$ cat src/rtl/vga_timing_gen.sv
// Runtime-reprogrammable raster timing generator. It accepts new timing sets over
// valid/ready and swaps them in only at a frame wrap. All outputs are registered.
module vga_timing_gen #(
  parameter int CW     = 10,
  parameter int H_ACT  = 640,
  parameter int H_FP   = 16,
  parameter int H_SW   = 96,
  parameter int H_BP   = 48,
  parameter int V_ACT  = 480,
  parameter int V_FP   = 10,
  parameter int V_SW   = 2,
  parameter int V_BP   = 33,
  parameter bit HS_POL = 1'b0,
  parameter bit VS_POL = 1'b0
) (
  input  logic          clk_pix,
  input  logic          resetn,
  input  logic          pix_ce,
  input  logic          cfg_valid,
  output logic          cfg_ready,
  input  logic [CW-1:0] cfg_h_act,
  input  logic [CW-1:0] cfg_h_fp,
  input  logic [CW-1:0] cfg_h_sw,
  input  logic [CW-1:0] cfg_h_bp,
  input  logic [CW-1:0] cfg_v_act,
  input  logic [CW-1:0] cfg_v_fp,
  input  logic [CW-1:0] cfg_v_sw,
  input  logic [CW-1:0] cfg_v_bp,
  input  logic          cfg_hs_pol,
  input  logic          cfg_vs_pol,
  output logic          cfg_err,
  output logic [CW-1:0] hcount,
  output logic [CW-1:0] vcount,
  output logic          hsync,
  output logic          vsync,
  output logic          de,
  output logic          line_start,
  output logic          frame_start
);

  localparam int TW = CW + 2;

  typedef struct packed {
    logic [CW-1:0] h_act, h_fp, h_sw, h_bp;
    logic [CW-1:0] v_act, v_fp, v_sw, v_bp;
    logic          hs_pol, vs_pol;
  } timing_t;

  timing_t       dflt_cfg, cfg_in, act_cfg, pend_cfg;
  logic          pend_valid;
  logic [CW-1:0] h_cnt, v_cnt;
  logic [TW-1:0] h_tot, v_tot, in_h_tot, in_v_tot;
  logic [TW-1:0] h_sync_beg, h_sync_end, v_sync_beg, v_sync_end;
  logic          h_last, v_last, in_hs, in_vs, in_de;
  logic          cfg_bad, cfg_fire;

  assign dflt_cfg = '{h_act: CW'(H_ACT), h_fp: CW'(H_FP), h_sw: CW'(H_SW), h_bp: CW'(H_BP),
                      v_act: CW'(V_ACT), v_fp: CW'(V_FP), v_sw: CW'(V_SW), v_bp: CW'(V_BP),
                      hs_pol: HS_POL, vs_pol: VS_POL};

  assign cfg_in = '{h_act: cfg_h_act, h_fp: cfg_h_fp, h_sw: cfg_h_sw, h_bp: cfg_h_bp,
                    v_act: cfg_v_act, v_fp: cfg_v_fp, v_sw: cfg_v_sw, v_bp: cfg_v_bp,
                    hs_pol: cfg_hs_pol, vs_pol: cfg_vs_pol};

  // Totals are two bits wider than the fields so four maximal fields cannot overflow.
  assign h_tot      = TW'(act_cfg.h_act) + TW'(act_cfg.h_fp) + TW'(act_cfg.h_sw) + TW'(act_cfg.h_bp);
  assign v_tot      = TW'(act_cfg.v_act) + TW'(act_cfg.v_fp) + TW'(act_cfg.v_sw) + TW'(act_cfg.v_bp);
  assign h_sync_beg = TW'(act_cfg.h_act) + TW'(act_cfg.h_fp);
  assign h_sync_end = h_sync_beg + TW'(act_cfg.h_sw);
  assign v_sync_beg = TW'(act_cfg.v_act) + TW'(act_cfg.v_fp);
  assign v_sync_end = v_sync_beg + TW'(act_cfg.v_sw);

  assign h_last = (TW'(h_cnt) == h_tot - TW'(1));
  assign v_last = (TW'(v_cnt) == v_tot - TW'(1));
  assign in_hs  = (TW'(h_cnt) >= h_sync_beg) && (TW'(h_cnt) < h_sync_end);
  assign in_vs  = (TW'(v_cnt) >= v_sync_beg) && (TW'(v_cnt) < v_sync_end);
  assign in_de  = (h_cnt < act_cfg.h_act) && (v_cnt < act_cfg.v_act);

  assign in_h_tot = TW'(cfg_h_act) + TW'(cfg_h_fp) + TW'(cfg_h_sw) + TW'(cfg_h_bp);
  assign in_v_tot = TW'(cfg_v_act) + TW'(cfg_v_fp) + TW'(cfg_v_sw) + TW'(cfg_v_bp);
  assign cfg_bad  = (cfg_h_act == '0) || (cfg_v_act == '0) || (cfg_h_sw == '0) || (cfg_v_sw == '0) ||
                    (in_h_tot > (TW'(1) << CW)) || (in_v_tot > (TW'(1) << CW));

  assign cfg_ready = !pend_valid;
  assign cfg_fire  = cfg_valid && cfg_ready;

  // A set is only ever accepted while nothing is pending and only ever applied while
  // something is pending, so the two pend_valid updates below never collide.
  always_ff @(posedge clk_pix) begin
    if (resetn) begin
      act_cfg     <= dflt_cfg;
      pend_cfg    <= dflt_cfg;
      pend_valid  <= 1'b0;
      h_cnt       <= '0;
      v_cnt       <= '0;
      cfg_err     <= 1'b0;
      hcount      <= '0;
      vcount      <= '0;
      hsync       <= ~HS_POL;
      vsync       <= ~VS_POL;
      de          <= 1'b0;
      line_start  <= 1'b0;
      frame_start <= 1'b0;
    end else begin
      cfg_err     <= cfg_fire && cfg_bad;
      line_start  <= 1'b0;
      frame_start <= 1'b0;
      if (cfg_fire && !cfg_bad) begin
        pend_cfg   <= cfg_in;
        pend_valid <= 1'b1;
      end
      if (pix_ce) begin
        hcount      <= h_cnt;
        vcount      <= v_cnt;
        hsync       <= in_hs ? act_cfg.hs_pol : ~act_cfg.hs_pol;
        vsync       <= in_vs ? act_cfg.vs_pol : ~act_cfg.vs_pol;
        de          <= in_de;
        line_start  <= (h_cnt == '0);
        frame_start <= (h_cnt == '0) && (v_cnt == '0);
        if (h_last) begin
          h_cnt <= '0;
          if (v_last) begin
            v_cnt <= '0;
            if (pend_valid) begin
              act_cfg    <= pend_cfg;
              pend_valid <= 1'b0;
            end
          end else begin
            v_cnt <= v_cnt + CW'(1);
          end
        end else begin
          h_cnt <= h_cnt + CW'(1);
        end
      end
    end
  end

endmodule

$ cat config.mk
export PLATFORM = sky130hd
export DESIGN_NAME = vga_timing_gen
export DESIGN_NICKNAME = d
export VERILOG_FILES = /design/src/rtl/vga_timing_gen.sv
export SDC_FILE = /design/constraint.sdc
export NUM_CORES = 1
export LEC_CHECK = 0
export ABC_CLOCK_PERIOD_IN_PS = 13800
export BUFFER_PORTS_ARGS = -buffer_cell sky130_fd_sc_hd__buf_2
export CORE_ASPECT_RATIO = 0.5
export CORE_MARGIN = 2
export CORE_UTILIZATION = 42
export DETAILED_ROUTE_END_ITERATION = 7
export HOLD_SLACK_MARGIN = 0.06
export PLACE_DENSITY = 0.59
export SLEW_MARGIN = 0
export SYNTH_ARGS = -nofsm -noshare
export SYNTH_HDL_FRONTEND = slang
export SYNTH_SLANG_ARGS = --single-unit
$ cat constraint.sdc
create_clock -name clk_pix -period 13.8 [get_ports clk_pix]
set_input_delay 1.38 -clock clk_pix [delete_from_list [all_inputs] [get_ports clk_pix]]
set_output_delay 1.38 -clock clk_pix [all_outputs]
set_load 0.05 [all_outputs]
==> flow_metrics.tcl <==
set metrics [dict create \
    crit_path_end_kind "flip-flop" \
    status "completed" \
    syn_area_um2 14750 \
    setup-tns-final_ps 0 \
    synthTopCellsByArea "dfxtp_1 (29%), ha_1 (13%), mux2i_1 (12%)" \
    cp-start-kind "flip-flop" \
    drt_wl_total_mm 36.83 \
    slowest_delay_ps 710 \
    firstDrtPassIters 5 \
    fin_worst_skew_ps 7.533 \
    io_buffers 112 \
    yosysWarnings 0 \
    drc 0 \
    synth-seq-cells 211 \
    min_path_type "flip-flop to flip-flop" \
    yosysTopAreaCellShare 0.2864 \
    grt_pass1_vias 11250 \
    ff_latch_area_um2 4224 \
    drv_slew 0 \
    p_leak_uw 0.007007 \
    viasPerCell 5.158 \
    synth_nets 1984 \
    arrival_ps 8150 \
    antenna_found_initial 0 \
    fin_nets 2056 \
    track_usage 0.2052 \
    crit_required_ps 14160 \
    synth.distinct_cells 76 \
    period_minus_slack_ps 7792 \
    synthCells 1700 \
    peakVddDrop_mv 0.06791 \
    clock_sinks 211 \
    syn_avg_cell_area_um2 8.677 \
    async_flop_share 0 \
    crit_top_cell "a21oi_1" \
    rsz0062_at_grt "false" \
    final_cells 2258 \
    max_freq_mhz 128.3 \
    fillers 3442 \
    grt_pass1_wl_mm 59.94 \
    synth-seq-area-share 0.2864 \
    cp_top_family "compound AO/OA/AOI/OAI gates" \
    clk_latency_ps 510 \
    utilization 0.4732 \
    overflow 0 \
    yosys.cell_count.top_type "dfxtp_1" \
    n_antenna_cell 0 \
    critPathMaxFanout 49 \
    h-tree-depth 1 \
    setup_viol 0 \
    rows 48 \
    maxCapViolations 0 \
    fp.dieH_um 136.5 \
    hpwlAfterDp_mm 28.24 \
    die_w_um 269.0 \
    vias 11650 \
    cts_tree "yes" \
    hold_viol_final 0 \
    ys_top_cells_by_count "dfxtp_1 (211), nor2_1 (190), nand2_1 (184), mux2i_1 (178), inv_1 (171)" \
    finalPower_uw 1550 \
    ant_nets 0 \
    synth-main-ff-cell "dfxtp_1" \
    clk_pin_slew_worst_paths_ps 70 \
    drtIter0Drc 691 \
    cts.hold.buffers_added 0 \
    fin_crit_sh 0.5647 \
    start_util 0.4271 \
    grt_max_degree 90 \
    cts_setup_buffers 0 \
    crit_path_top_delay_cell "buf_4" \
    fp.coreArea_um2 34530 \
    dieArea_um2 36730 \
    area_growth_pct 10.78 \
    layout-drive-gt1-share 0.09927 \
    slew_headroom 0.3871 \
    wl_per_cell_um 16.31 \
    powerDensity_nw_per_um2 94.86 \
    yosys.area.top_type "dfxtp_1" \
    globalplace.congestion 0.8690 \
    place_inst 2224 \
    setup.worst_path.class "flip-flop to flip-flop" \
    synth_edf_count 0 \
    io_pins 113 \
    path_buf_inv 2 \
    worstMarginPinSlew_ps 919.3 \
    cts_buffer_depth 3 \
    multi_input_area_um2 9562 \
    root_buffer "clkbuf_16" \
    cts_buffers 21 \
    cts_resized 0 \
]
==> through the flow <==
stage,setup WS (ps),hold slack (ps),instance area [um^2]
3_5_place_dp,6114,452.6,15640
4_1_cts,6053,465.1,16340
3_3_place_gp,6265,449.8,15640
2_1_floorplan,7763,434.4,14750
5_1_grt,5420,470.5,16340
6_report,6008,462.4,16340
==> power by group <==
group / switching (uW) / internal, uW
logic: 176 / 128
registers: 15.6 / 630
clock network: 253 / 347
total: 445 / 1110
==> placed cells by master (no fill, tap or decap), types with 4 or more instances in the layout <==
cell | Yosys | routed
dfxtp_1 | 211 | 211
nor2_1 | 190 | 190
nand2_1 | 184 | 184
mux2i_1 | 178 | 178
inv_1 | 171 | 171
ha_1 | 152 | 152
buf_2 | 9 | 111
a21oi_1 | 59 | 59
fa_1 | 46 | 46
xnor2_1 | 45 | 45
xor2_1 | 39 | 39
o21ai_0 | 38 | 38
a21o_1 | 29 | 29
nand3_1 | 24 | 24
o211ai_1 | 22 | 22
clkbuf_16 | 0 | 21
nand2b_1 | 20 | 20
nor4_1 | 19 | 19
o21a_1 | 14 | 14
nor3_1 | 14 | 14
nand4_1 | 14 | 14
o21bai_1 | 13 | 13
nor2b_1 | 11 | 11
or2_2 | 10 | 10
a211oi_1 | 9 | 9
buf_4 | 3 | 8
a31oi_1 | 7 | 7
and3_1 | 7 | 7
o21ai_1 | 6 | 6
o2111ai_1 | 6 | 6
o31a_1 | 5 | 5
or3_1 | 5 | 5
nor4b_1 | 5 | 5
and2_1 | 5 | 5
a211o_1 | 5 | 5
and4_1 | 5 | 5
a31o_2 | 4 | 4
==> registers in the layout (all words and copies together) (netlist names) <==
| register | count |
|---|---|
| act_cfg | 82 |
| cfg_err | 1 |
| de | 1 |
| frame_start | 1 |
| h_cnt | 10 |
| hcount | 10 |
| hsync | 1 |
| line_start | 1 |
| pend_cfg | 82 |
| pend_valid | 1 |
| v_cnt | 10 |
| vcount | 10 |
| vsync | 1 |
==> per-layer routing <==
metal  vias up  GRT usage  wire length, um
met5         -          0                0
met4         0    0.03951              597
met3        41    0.02771             1200
met2       141     0.3393            16700
met1      5499     0.2879            18330
li1       5966          -                -
==> kinds of logic (layout without fill, tap and decap cells) <==
kind of cell,count (synthesis),after routing,share of synthesized area
compound gates,260,260,0.1217
xor+xnor,85,85,0.05149
fa+ha+maj,200,200,0.1927
buf+inv,242,325,0.06565
flops,211,211,0.2864
mux,179,179,0.1216
simple gates,523,523,0.1605
==> worst min-delay path, stage by stage (launching register included) <==
cell	delay, ps
dfxtp_1	310
nand2_1	50
mux2i_1	50
==> layout make-up <==
cell class                 count  share of cell area
multi-input combinational   1247              0.5851
sequential                   211              0.2585
inverter                     172             0.03966
timing repair buffer         119             0.03767
tap                          475             0.03637
clock buffer                  25             0.03430
clock inverter                 9            0.008346
==> worst paths after layout <==
| check | from | end | slack [ps] | cells past startpoint |
|---|---|---|---|---|
| hold / removal | pend_cfg[0] | pend_cfg[0] | 460 | 2 |
| hold reg to reg | pend_cfg[0] | pend_cfg[0] | 460 | 2 |
| setup reg to reg | act_cfg[63] | act_cfg[25] | 6010 | 28 |
| setup / recovery | act_cfg[63] | act_cfg[25] | 6010 | 28 |
No activity file was read; power rests on OpenSTA's default activity.
